**config.mk**
```make
export PLATFORM = sky130hd
export DESIGN_NAME = param_sync_ram
export DESIGN_NICKNAME = d
export VERILOG_FILES = /design/src/rtl/param_sync_ram_pkg.sv /design/src/rtl/param_sync_ram_core.sv /design/src/rtl/param_sync_ram.sv
export SDC_FILE = /design/constraint.sdc
export NUM_CORES = 1
export LEC_CHECK = 0
export CORE_ASPECT_RATIO = 1.5
export CORE_MARGIN = 4
export CORE_UTILIZATION = 52
export CTS_BUF_LIST = sky130_fd_sc_hd__clkbuf_4 sky130_fd_sc_hd__clkbuf_8 sky130_fd_sc_hd__clkbuf_16
export DETAILED_ROUTE_END_ITERATION = 16
export GPL_ROUTABILITY_DRIVEN = 0
export PLACE_DENSITY = 0.73
export SETUP_SLACK_MARGIN = 0.3
export SYNTH_ARGS = -nofsm -noshare
export SYNTH_HDL_FRONTEND = slang
export SYNTH_HIERARCHICAL = 1
export SYNTH_SLANG_ARGS = --single-unit
```
**constraint.sdc**
```tcl
create_clock -name clk -period 2.55 [get_ports clk]
set_input_delay 0.51 -clock clk [delete_from_list [all_inputs] [get_ports clk]]
set_output_delay 0.51 -clock clk [all_outputs]
set_load 0.01 [all_outputs]
```
**src/rtl/param_sync_ram_pkg.sv**
```systemverilog
// Shared types and helpers for the parametrised synchronous RAM.
// Holds the sequencer state encoding and the byte-lane merge.
package param_sync_ram_pkg;

    typedef enum logic {
        ST_INIT,
        ST_RUN
    } state_e;

    // Widest word the merge helper handles; callers cast to their width.
    localparam int MAX_W = 256;

    function automatic logic [MAX_W-1:0] merge_bytes(
        input logic [MAX_W-1:0]   old_w,
        input logic [MAX_W-1:0]   new_w,
        input logic [MAX_W/8-1:0] be
    );
        logic [MAX_W-1:0] w;
        w = old_w;
        for (int i = 0; i < MAX_W / 8; i++) begin
            if (be[i]) begin
                w[i*8 +: 8] = new_w[i*8 +: 8];
            end
        end
        return w;
    endfunction

endpackage

```
**src/rtl/param_sync_ram_core.sv**
```systemverilog
// Bare storage array: one byte-masked synchronous write port and a
// registered read of the same address. The array itself is never reset.
module param_sync_ram_core #(
    parameter int DATA_W = 8,
    parameter int DEPTH  = 8,
    parameter int ADDR_W = 3
) (
    input  logic                clk,
    input  logic                rst_n,
    input  logic                we,
    input  logic                re,
    input  logic [ADDR_W-1:0]   addr,
    input  logic [DATA_W/8-1:0] be,
    input  logic [DATA_W-1:0]   wdata,
    output logic [DATA_W-1:0]   rdata
);

    localparam int NB = DATA_W / 8;

    logic [DATA_W-1:0] mem [DEPTH];

    always_ff @(posedge clk) begin
        if (we) begin
            for (int i = 0; i < NB; i++) begin
                if (be[i]) begin
                    mem[addr][i*8 +: 8] <= wdata[i*8 +: 8];
                end
            end
        end
    end

    // Read-first: a same-edge write is not visible in rdata.
    always_ff @(posedge clk) begin
        if (!rst_n) begin
            rdata <= '0;
        end else if (re) begin
            rdata <= mem[addr];
        end
    end

endmodule

```
**src/rtl/param_sync_ram.sv**
```systemverilog
// Parametrised single-port RAM with a valid/ready request port, clear
// sequencer, range check, selectable read-during-write and output stage.
module param_sync_ram
    import param_sync_ram_pkg::*;
#(
    parameter int DATA_W   = 8,
    parameter int DEPTH    = 8,
    parameter int ADDR_W   = $clog2(DEPTH),
    parameter int RDW_MODE = 0,
    parameter int OUT_REG  = 0
) (
    input  logic                clk,
    input  logic                rst_n,
    input  logic                clear,
    input  logic                req_valid,
    output logic                req_ready,
    input  logic                req_we,
    input  logic [ADDR_W-1:0]   req_addr,
    input  logic [DATA_W/8-1:0] req_be,
    input  logic [DATA_W-1:0]   req_wdata,
    output logic                rsp_valid,
    output logic [DATA_W-1:0]   rsp_rdata,
    output logic                rsp_err,
    output logic                init_done
);

    localparam int NB = DATA_W / 8;

    state_e            state;
    state_e            state_d;
    logic [ADDR_W-1:0] ptr;
    logic [ADDR_W-1:0] ptr_d;

    logic              accept;
    logic              in_rng;

    logic              mem_we;
    logic              mem_re;
    logic [ADDR_W-1:0] mem_addr;
    logic [NB-1:0]     mem_be;
    logic [DATA_W-1:0] mem_wdata;
    logic [DATA_W-1:0] mem_rdata;

    logic              v1;
    logic              err1;
    logic              we1;
    logic [NB-1:0]     be1;
    logic [DATA_W-1:0] wd1;
    logic [DATA_W-1:0] d1;

    assign req_ready = (state == ST_RUN);
    assign init_done = (state == ST_RUN);
    assign accept    = rst_n & req_valid & req_ready;
    assign in_rng    = {1'b0, req_addr} < (ADDR_W + 1)'(DEPTH);

    always_ff @(posedge clk) begin
        if (!rst_n) begin
            state <= ST_INIT;
            ptr   <= '0;
        end else begin
            state <= state_d;
            ptr   <= ptr_d;
        end
    end

    always_comb begin
        state_d = state;
        ptr_d   = ptr;
        case (state)
            ST_INIT: begin
                if (clear) begin
                    ptr_d = '0;
                end else if (ptr == ADDR_W'(DEPTH - 1)) begin
                    state_d = ST_RUN;
                    ptr_d   = '0;
                end else begin
                    ptr_d = ptr + ADDR_W'(1);
                end
            end
            ST_RUN: begin
                if (clear) begin
                    state_d = ST_INIT;
                    ptr_d   = '0;
                end
            end
            default: begin
                state_d = ST_INIT;
                ptr_d   = '0;
            end
        endcase
    end

    // The clear sequencer owns the write port while in INIT.
    always_comb begin
        mem_addr  = req_addr;
        mem_be    = req_be;
        mem_wdata = req_wdata;
        mem_we    = accept & req_we & in_rng;
        mem_re    = accept & in_rng;
        if (state == ST_INIT) begin
            mem_addr  = ptr;
            mem_be    = '1;
            mem_wdata = '0;
            mem_we    = rst_n;
            mem_re    = 1'b0;
        end
    end

    param_sync_ram_core #(
        .DATA_W (DATA_W),
        .DEPTH  (DEPTH),
        .ADDR_W (ADDR_W)
    ) u_core (
        .clk   (clk),
        .rst_n (rst_n),
        .we    (mem_we),
        .re    (mem_re),
        .addr  (mem_addr),
        .be    (mem_be),
        .wdata (mem_wdata),
        .rdata (mem_rdata)
    );

    always_ff @(posedge clk) begin
        if (!rst_n) begin
            v1   <= 1'b0;
            err1 <= 1'b0;
            we1  <= 1'b0;
            be1  <= '0;
            wd1  <= '0;
        end else begin
            v1 <= accept;
            if (accept) begin
                err1 <= ~in_rng;
                we1  <= req_we;
                be1  <= req_be;
                wd1  <= req_wdata;
            end
        end
    end

    // Stage regs and rdata only move on accept, so d1 holds between responses.
    always_comb begin
        d1 = mem_rdata;
        if (err1) begin
            d1 = '0;
        end else if (RDW_MODE == 1 && we1) begin
            d1 = DATA_W'(merge_bytes(MAX_W'(mem_rdata), MAX_W'(wd1),
                                     (MAX_W / 8)'(be1)));
        end
    end

    if (OUT_REG != 0) begin : g_oreg
        logic              v2;
        logic              e2;
        logic [DATA_W-1:0] d2;

        always_ff @(posedge clk) begin
            if (!rst_n) begin
                v2 <= 1'b0;
                e2 <= 1'b0;
                d2 <= '0;
            end else begin
                v2 <= v1;
                if (v1) begin
                    e2 <= err1;
                    d2 <= d1;
                end
            end
        end

        assign rsp_valid = v2;
        assign rsp_rdata = d2;
        assign rsp_err   = e2;
    end else begin : g_noreg
        assign rsp_valid = v1;
        assign rsp_rdata = d1;
        assign rsp_err   = err1;
    end

endmodule

```
==> out/results.ini <==
[setup_path]
cp_slowest_cell = dfxtp_1
reg2reg_depth = 4
crit_path_max_fanout = 13
critPathKind = reg -> reg
crit_path_end = u_core/mem[4][3]$_DFFE_PP_
cpPeakStageDelay_ns = 0.51
worst-r2r-setup-slack_ns = 0.48
cp-end-kind = flop
r2r-start = init_done$_SDFF_PN0_
critPathRequiredTime_ns = 2.59
cp.arrival_ns = 2.12
crit_chain = mux2_2, nand2b_2, nor2_1, buf_4
crit_start = init_done$_SDFF_PN0_
crit_path_start_kind = flop
rr_endpoint = u_core/mem[4][3]$_DFFE_PP_

[final_layout]
drive_gt1_share_pct = 15.3
antenna_cells = 0
final_common_cell = edfxtp_1
layout_common_cells = edfxtp_1, mux2i_1, clkdlybuf4s50_1
syn2layout_area_growth_pct = 18.2
utilization_pct = 63.8
nNetsFinal = 264

[detailed_routing]
drtIter0Drc = 70
ant_nets = 0
vias = 1809
route.detailed.drc = 0
drt-wirelength-per-cell_um = 18.5
vias_per_cell = 5.64
wl_mm = 5.94
first_pass_iters = 4

[floorplanning]
ios = 29
die_y_um = 103
initial_utilization_pct = 54.0
die_area_um2 = 7390
rows = 34
die_x_um = 71.5
coreArea_um2 = 5830

[cts]
cts_setup_buffers = 0
cts_htree_levels = 3
root_buffer = clkbuf_8
cts.repair.resized = 0
clkTransAtPathRegs_ns = 0.07
clkSinkCount = 77
ctsHoldBuffers = 0
cts_made_buffers = 9
clock_path_buffers = 2
insertion_delay_ns = 0.33
cts_tree = built

[outcome]
status = finished, final reports clean

[sta]
fmax_mhz = 482
rsz0062_at_grt = false
final_max_slew_viol_count = 0
skew_ns = 0.00876
tns_ns = 0
worst_slew_pin_slew_ns = 0.525
fin_ws_ns = 0.477
setup_viol = 0
fin_crit_sh_pct = 81.3
relSlewSlack_pct = 65.0
period_needed_ns = 2.07
hold_viol_final = 0

[global_routing]
grt.total_usage_pct = 17.4
grt_start_max_net_pins = 33
overflow = 0
grt_pass1_vias = 1849
grt_antenna_before_repair = 0
grt_pass1_wl_mm = 9.34

[synthesis]
synth_seq_cells = 77
ys_types = 27
syn_area_per_cell_um2 = 15.4
syn_area_um2 = 3150
synth_warnings = 6
syn_inst = 205
synth_fp_nets = 224
ys_seq_area_share_pct = 69.3

[worst_hold_path]
min_path_type = reg -> reg

[placement]
dp_hpwl_mm = 4.32
io_buffer_count = 27
dpl_worst_slack_ns = 0.0860

[power_and_ir_drop]
ir_worst_vdd_mv = 0.446
leakagePower_nw = 1.22
p_per_area_nw_per_um2 = 628

[job]
drv_cap = 0

final cells by class:
cell class | count | area, µm²
fillers | 417 | 2110
repair buffers | 43 | 403
flip-flops and latches | 77 | 2180
well taps | 72 | 90.1
clock buffers | 10 | 131
multi-input cells | 114 | 860
clock inverters | 5 | 52.6
cells in the mapped netlist:
master	instances	area share, %
and2_1	8	1.6
ha_1	2	0.80
a21boi_1	1	0.24
conb_1	1	0.12
buf_1	1	0.12
mux2_2	3	1.1
o22ai_1	8	1.6
mux2i_1	34	11
buf_2	3	0.48
buf_12	2	1.3
buf_4	3	0.72
edfxtp_1	64	61
buf_6	2	0.72
clkbuf_1	3	0.36
o21ai_0	8	1.3
o21a_1	8	1.9
and3_1	2	0.40
a21oi_2	1	0.28
nand3b_1	1	0.24
nand2b_1	4	0.80
nor2_1	10	1.2
nand2_1	3	0.36
or3_4	1	0.36
nor3_1	10	1.6
nand3_1	1	0.16
dfxtp_1	13	8.3
o31a_1	8	2.2
cell families (layout without fill, tap and decap cells):
group	after synthesis	after routing	share of synthesized area, %
other cells	1	1	0.119
flops	77	77	69.3
simple gates	40	40	6.68
compound gates	34	34	7.52
mux	37	37	11.9
fa+ha+maj	2	2	0.795
buf+inv	14	58	3.66
report_power, final:
part	switching, W	internal, W	total, W
Clock	0.000406	0.000453	0.000859
Combinational	0.0000524	0.0000586	0.000111
Sequential	0.00000470	0.00136	0.00136
sequential cells by signal, indices dropped and copies added, names as in the netlist:
| signal | count |
|---|---|
| init_done | 1 |
| ptr | 3 |
| rsp_valid | 1 |
| u_core/mem | 64 |
| u_core/rdata | 8 |
routing by layer:
metal | global-route usage, % | part of all wire (%) | vias up
met4 | 7.38 | 1.7 | 0
met3 | 3.77 | 4.4 | 9
met2 | 33.0 | 58 | 53
met1 | 18.4 | 35 | 889
met5 | 0 | 0 | -
li1 | - | - | 858
worst min path at each step:
stage	end	cells after the start	from	slack (ns)
after floorplan	ptr[0]$_SDFFE_PN0P_	2	ptr[0]$_SDFFE_PN0P_	0.47
after global routing	ptr[0]$_SDFFE_PN0P_	2	ptr[0]$_SDFFE_PN0P_	0.54
after global placement	ptr[0]$_SDFFE_PN0P_	2	ptr[0]$_SDFFE_PN0P_	0.50
final	ptr[0]$_SDFFE_PN0P_	2	ptr[0]$_SDFFE_PN0P_	0.51
after CTS	ptr[0]$_SDFFE_PN0P_	2	ptr[0]$_SDFFE_PN0P_	0.52
after detailed placement	ptr[0]$_SDFFE_PN0P_	2	ptr[0]$_SDFFE_PN0P_	0.51
through the flow:
| stage | instances | hold slack (ns) | power, W | instance area (µm²) |
|---|---|---|---|---|
| 6_report | 321 | 0.510 | 0.00233 | 3720 |
| 4_1_cts | 321 | 0.518 | 0.00234 | 3710 |
| 3_3_place_gp | 306 | 0.496 | 0.00150 | 3530 |
| 2_1_floorplan | 205 | 0.468 | 0.00146 | 3150 |
| 5_1_grt | 321 | 0.539 | 0.00241 | 3720 |
| 3_5_place_dp | 306 | 0.507 | 0.00150 | 3530 |
worst max-delay path, delay by kind of cell, from the launching register on:
kind	cells	cell delay (ns)
buf+inv	1	0.21
simple gates	2	0.54
flops	1	0.51
mux	1	0.51
(Power assumes the default switching activity.)
